===== src/rtl/cube_pkg.sv =====
// Shared constants, FSM state type and row-address helpers for the cube frame store.
package cube_pkg;

    localparam int unsigned CUBE_ROWS = 64;
    localparam int unsigned ROW_W     = 8;
    localparam int unsigned ADDR_W    = 6;
    localparam int unsigned HOLD_W    = 8;
    localparam int unsigned LAYER_W   = 3;

    typedef enum logic [1:0] {
        FILL    = 2'd0,
        PENDING = 2'd1,
        COPY    = 2'd2
    } ctrl_state_t;

    // Layer index of a row address (upper three bits).
    function automatic logic [LAYER_W-1:0] addr_layer(input logic [ADDR_W-1:0] addr);
        return addr[5:3];
    endfunction

    // Row-within-layer index of a row address (lower three bits).
    function automatic logic [LAYER_W-1:0] addr_row(input logic [ADDR_W-1:0] addr);
        return addr[2:0];
    endfunction

    // Compose a row address from layer and row-within-layer.
    function automatic logic [ADDR_W-1:0] addr_join(input logic [LAYER_W-1:0] layer,
                                                    input logic [LAYER_W-1:0] row);
        return {layer, row};
    endfunction

endpackage


===== src/rtl/cube_bank_ram.sv =====
// One 64x8 frame bank: a synchronous write port and two combinational read ports.
module cube_bank_ram
    import cube_pkg::*;
(
    input  logic              clk,
    input  logic              we,
    input  logic [ADDR_W-1:0] waddr,
    input  logic [ROW_W-1:0]  wdata,
    input  logic [ADDR_W-1:0] raddr_a,
    output logic [ROW_W-1:0]  rdata_a_c,
    input  logic [ADDR_W-1:0] raddr_b,
    output logic [ROW_W-1:0]  rdata_b_c
);

    logic [ROW_W-1:0] mem [CUBE_ROWS];

    // Row write; contents are deliberately not reset.
    always_ff @(posedge clk) begin
        if (we) begin
            mem[waddr] <= wdata;
        end
    end

    // Scanner-side and copy-side read ports.
    always_comb begin
        rdata_a_c = mem[raddr_a];
        rdata_b_c = mem[raddr_b];
    end

endmodule


===== src/rtl/cube_frame_ctrl.sv =====
// Double-buffered frame-store controller: tear-free bank swaps at scanner wrap,
// minimum display time per frame, optional copy of the shown frame into the back bank.
module cube_frame_ctrl
    import cube_pkg::*;
#(
    parameter bit          COPY_ON_SWAP = 1'b1,
    parameter int unsigned CNT_W        = 16
) (
    input  logic              clk,
    input  logic              rst,
    input  logic              wr_en,
    input  logic [ADDR_W-1:0] wr_addr,
    input  logic [ROW_W-1:0]  wr_data,
    input  logic              commit,
    output logic              wr_ready,
    input  logic [ADDR_W-1:0] rd_addr,
    output logic [ROW_W-1:0]  rd_data,
    input  logic              scan_wrap,
    input  logic [HOLD_W-1:0] min_scans,
    output logic              swap_pulse,
    output logic              front_sel,
    output logic [CNT_W-1:0]  frame_count
);

    ctrl_state_t       state;
    ctrl_state_t       state_nxt;
    logic [ADDR_W-1:0] copy_idx;
    logic [ADDR_W-1:0] copy_idx_nxt;
    logic [HOLD_W-1:0] hold_cnt;
    logic [HOLD_W-1:0] hold_inc;
    logic [HOLD_W-1:0] min_eff;
    logic              blank;
    logic              swap_go;

    logic              back_we;
    logic [ADDR_W-1:0] back_waddr;
    logic [ROW_W-1:0]  back_wdata;
    logic              bank0_we;
    logic              bank1_we;
    logic [ROW_W-1:0]  bank0_rd_a;
    logic [ROW_W-1:0]  bank0_rd_b;
    logic [ROW_W-1:0]  bank1_rd_a;
    logic [ROW_W-1:0]  bank1_rd_b;
    logic [ROW_W-1:0]  copy_data;

    // Swap decision: saturated wrap count including this wrap against the effective minimum.
    always_comb begin
        hold_inc = (hold_cnt == {HOLD_W{1'b1}}) ? hold_cnt : hold_cnt + HOLD_W'(1);
        min_eff  = (min_scans == '0) ? HOLD_W'(1) : min_scans;
        swap_go  = (state == PENDING) && scan_wrap && (hold_inc >= min_eff);
    end

    // Next-state and copy index sequencing.
    always_comb begin
        state_nxt    = state;
        copy_idx_nxt = copy_idx;
        case (state)
            FILL: begin
                if (commit) begin
                    state_nxt = PENDING;
                end
            end
            PENDING: begin
                if (swap_go) begin
                    state_nxt = COPY_ON_SWAP ? COPY : FILL;
                end
            end
            COPY: begin
                copy_idx_nxt = copy_idx + ADDR_W'(1);
                if (copy_idx == ADDR_W'(CUBE_ROWS - 1)) begin
                    state_nxt = FILL;
                end
            end
            default: begin
                state_nxt    = FILL;
                copy_idx_nxt = '0;
            end
        endcase
    end

    // State register.
    always_ff @(posedge clk) begin
        if (rst) begin
            state <= FILL;
        end else begin
            state <= state_nxt;
        end
    end

    // Hold counter, bank select, frame counter and status outputs.
    always_ff @(posedge clk) begin
        if (rst) begin
            copy_idx    <= '0;
            hold_cnt    <= '0;
            front_sel   <= 1'b0;
            frame_count <= '0;
            swap_pulse  <= 1'b0;
            blank       <= 1'b1;
            wr_ready    <= 1'b1;
        end else begin
            copy_idx    <= copy_idx_nxt;
            if (swap_go) begin
                hold_cnt <= '0;
            end else if (scan_wrap) begin
                hold_cnt <= hold_inc;
            end
            front_sel   <= front_sel ^ swap_go;
            frame_count <= frame_count + CNT_W'(swap_go);
            swap_pulse  <= swap_go;
            blank       <= blank & ~swap_go;
            wr_ready    <= (state_nxt == FILL);
        end
    end

    // Back-bank write source: generator writes in FILL, front-bank copy in COPY.
    always_comb begin
        copy_data  = front_sel ? bank1_rd_b : bank0_rd_b;
        back_we    = 1'b0;
        back_waddr = wr_addr;
        back_wdata = wr_data;
        if (state == COPY) begin
            back_we    = 1'b1;
            back_waddr = copy_idx;
            back_wdata = copy_data;
        end else if (state == FILL) begin
            back_we    = wr_en;
        end
        bank0_we = back_we &  front_sel;
        bank1_we = back_we & ~front_sel;
    end

    // Scanner read path; blanked until the first frame is shown.
    always_comb begin
        rd_data = '0;
        if (!blank) begin
            rd_data = front_sel ? bank1_rd_a : bank0_rd_a;
        end
    end

    cube_bank_ram u_bank0 (
        .clk       (clk),
        .we        (bank0_we),
        .waddr     (back_waddr),
        .wdata     (back_wdata),
        .raddr_a   (rd_addr),
        .rdata_a_c (bank0_rd_a),
        .raddr_b   (copy_idx),
        .rdata_b_c (bank0_rd_b)
    );

    cube_bank_ram u_bank1 (
        .clk       (clk),
        .we        (bank1_we),
        .waddr     (back_waddr),
        .wdata     (back_wdata),
        .raddr_a   (rd_addr),
        .rdata_a_c (bank1_rd_a),
        .raddr_b   (copy_idx),
        .rdata_b_c (bank1_rd_b)
    );

endmodule


===== config.mk =====
export PLATFORM = sky130hd
export DESIGN_NAME = cube_frame_ctrl
export DESIGN_NICKNAME = d
export VERILOG_FILES = /design/src/rtl/cube_pkg.sv /design/src/rtl/cube_bank_ram.sv /design/src/rtl/cube_frame_ctrl.sv
export SDC_FILE = /design/constraint.sdc
export NUM_CORES = 1
export LEC_CHECK = 0
export BUFFER_PORTS_ARGS = -buffer_cell sky130_fd_sc_hd__buf_2
export CAP_MARGIN = 20
export CORE_MARGIN = 4
export CORE_UTILIZATION = 45
export CTS_CLUSTER_SIZE = 10
export DETAILED_ROUTE_END_ITERATION = 10
export MAX_ROUTING_LAYER = met4
export PLACE_DENSITY_LB_ADDON = 0.25
export SYNTH_ARGS = -nofsm -noshare
export SYNTH_HDL_FRONTEND = slang
export SYNTH_SLANG_ARGS = --single-unit

===== constraint.sdc =====
create_clock -name clk -period 5.33 [get_ports clk]
set_input_delay 0.2665 -clock clk [delete_from_list [all_inputs] [get_ports clk]]
set_output_delay 0.2665 -clock clk [all_outputs]
set_load 0.03 [all_outputs]

==> results by group <==
Route
  • DR iter-0 viols: 3,845
  • Post-route ant nets: 0
  • 1st-pass router iterations: 7
  • Drt drc: 0
  • Vias per inst: 6.64
  • Final wirelength: ~150,000 um
  • DR WL/cell: between 30 and 40 um
  • Routed via count: between 20,000 and 30,000

Timing
  • Final worst slack: 1.12 ns
  • Slew margin rel.: between 20% and 30%
  • Worst slew pin tran: 1.18 ns
  • Final clock skew: a little over 0.05 ns
  • Setup total negative slack: 0 ns
  • Final Hold Vio Count: 0
  • Final min period: approximately 4.2 ns
  • Final Max Slew Viols: 0
  • RSZ-0062 raised after global routing: no
  • Max Clock Freq: 238 MHz
  • Period utilization: around four fifths
  • Setup Viol. Count Final: 0

Logic synthesis
  • Post-synth EDFFs: about 1,000
  • Mapped cell area: approximately 50,000 um2
  • Seq/Total Area, Yosys: about 63%
  • Flop and latch count out of synthesis: 1,066
  • Synth warn: 0
  • Main synth FF type: edfxtp_1
  • Synth top area share: between 60% and 70%
  • Cells after synthesis: between 2,000 and 3,000
  • Synth top area cells: edfxtp_1 62%, mux4_2 20%, mux2i_1 3.2%
  • Post-synth top cells: 1,024 x edfxtp_1, 436 x mux4_2, 231 x nor2_1, 159 x mux2i_1, 158 x a22oi_1
  • Post-synthesis cell type count: 52
  • Most common cell in the synthesized netlist: edfxtp_1
  • Syn Nets: roughly 2,900
  • Ys async rst share: 0%
  • Mean Syn Cell Area: 17.5 um2
  • Cell accounting for the most synthesized area: edfxtp_1

Layout
  • Area Overhead vs Synth: 11.9%
  • Post-Layout Inst Area: 55,700 um2
  • Layout Nets: around 3,000
  • Proportion of layout cells with a drive suffix above 1: 26.8%
  • Non-filler cells, final: between 4,000 and 5,000
  • Fill cell count: around 8,800

Critical path
  • Critical Path RT: around 5.8 ns
  • Arrival time at the worst endpoint: between 4 and 5 ns
  • Reg-to-reg setup timing slack: approximately 1.1 ns
  • Crit path launch type: flop
  • Critical path class: flop to flop
  • CP max stage cell: nor4_1
  • Worst path max stage delay: 0.90 ns
  • Crit end category: flop
  • Critical-path maximum fanout: 92
  • Worst-path cell chain: buf_12, mux4_2, a22oi_1, nand3_1, o21ai_0, nor4_1, a22o_4, buf_4

Clocking
  • Clk slew on worst S/H paths: 0.06 ns
  • Clock Latency Late Sink: about 0.74 ns
  • Worst-case clock buffer depth: 3
  • TritonCTS clock tree: done
  • CTS root buf: clkbuf_16
  • CTS sink cnt: ~1,100
  • TritonCTS Buffers: 120
  • H-tree levels: 3

Die
  • Die ar.: about 120,000 um2
  • Die height: approximately 340 um
  • Die width: between 300 and 400 um
  • Core Region: roughly 110,000 um2
  • Initial Utilization: a little under half
  • Ports: 60
  • Core Rows: around 120

GRT
  • Tot GR Track Use: 25.8%
  • Total grt overflow: 0
  • Largest net degree at the start of global routing: 98
  • First-pass GRT wire length: between 200,000 and 250,000 um
  • Initial antenna violation count: 5
  • Vias in the first global route: between 30,000 and 40,000

Place
  • IO Port Bufs: just under 60
  • Final Wtd Congestion: 0.987
  • Detailed placement HPWL: around 100,000 um
  • Post-place setup slack: 1.46 ns
  • Inst Count DP: ~4,300
  • Area after DPL: 52,300 um2

Power
  • P_leak: 17.0 nW
  • Max VDD drop: about 280 uV
  • Pwr per Cell Area: between 300 and 400 nW/um2

Flow run
  • Max-cap violations: 0

Worst hold path
  • Worst min path class: input pin to flop

Outcome
  • Status: finished, final reports clean
-- cells by family after synthesis --
logic type | after synthesis | synth area share, %
adder cells (fa/ha/maj) | 12 | 0.301
AO/OA/AOI/OAI | 453 | 6.19
flip-flops | 1066 | 63.4
AND/OR/NAND/NOR | 449 | 4.04
buffers and inverters | 235 | 2.45
multiplexers | 607 | 23.2
XOR/XNOR | 24 | 0.422
-- layout make-up --
type	instances	area, um2	share of cell area [%]
inverter	14	52.6	0.0943
antenna	3	7.51	0.0135
clock buffer	173	3260	5.86
timing repair buffer	199	1710	3.07
clock inverter	12	160	0.287
sequential	1066	31600	56.7
multi-input combinational	1545	17100	30.7
tap	1476	1850	3.31
-- metal layers --
metal  track usage [%]  up-vias  wire length [um]
met5                 -        -                 0
met3              6.87      298             16900
met4              8.07        0              5000
met1              33.8    15547             55500
met2              39.7     1818             69400
li1                  -    12127                 -
-- where the power goes --
group          total (mW)  internal, mW  switching (mW)
Clock                7.42          4.19            3.23
Sequential           9.20          9.19         0.00753
Combinational       0.903         0.314           0.590
Total                17.5          13.7            3.83
-- what timing repair did --
item / in CTS / in global routing
hold buffers: 4 / 0
hold endpoints to repair: 18 / 0
resized for setup: 0 / 0
buffers inserted: 0 / 0
-- worst paths after layout --
path / start / to / cells after the start
hold / removal: wr_data[4] / u_bank0.mem[55][4] / 3
hold reg to reg: frame_count[6] / frame_count[6] / 2
setup reg to reg: flop / u_bank1.mem[47][5] / 8
setup / recovery: flop / u_bank1.mem[47][5] / 8
-- registers in the layout (all words and copies together) (netlist names), named ones only --
name	flops
blank	1
copy_idx	6
frame_count	16
front_sel	1
hold_cnt	8
state	2
swap_pulse	1
u_bank0.mem	512
u_bank1.mem	512
wr_ready	1
-- through the flow --
stage	power [mW]	utilization (%)	hold WS, ns
2_1_floorplan	9.90	-	0.374
3_3_place_gp	10.2	47.8	0.480
3_5_place_dp	10.3	47.8	0.492
4_1_cts	17.6	51.0	0.260
5_1_grt	18.0	51.0	0.309
6_report	17.5	51.0	0.284
-- worst max-delay path: cells and delay by family, from the launching register on --
kind | cells | cell delay, ns
and+or+nand+nor | 2 | 1.08
AOI/OAI and AO/OA | 3 | 0.60
DFF | 1 | 0.74
muxes | 1 | 0.35
buffers and inverters | 2 | 1.01
-- layout by cell type, fill, tap and decap left out, types with 11 or more instances in the layout --
cell type,count
nand2_1,67
a22oi_1,158
buf_4,107
a21oi_1,103
o22ai_1,61
a22o_1,40
ha_1,12
nor2_1,227
nand3_1,24
buf_12,26
mux2i_1,159
mux2_2,12
inv_1,14
dfxtp_1,39
mux4_2,436
clkbuf_1,49
nor4_1,34
o21ai_0,20
buf_2,57
edfxtp_1,1024
nand3b_1,11
clkbuf_16,122
nor3_1,25
xor2_1,18
No activity file was read; power rests on OpenSTA's default activity.
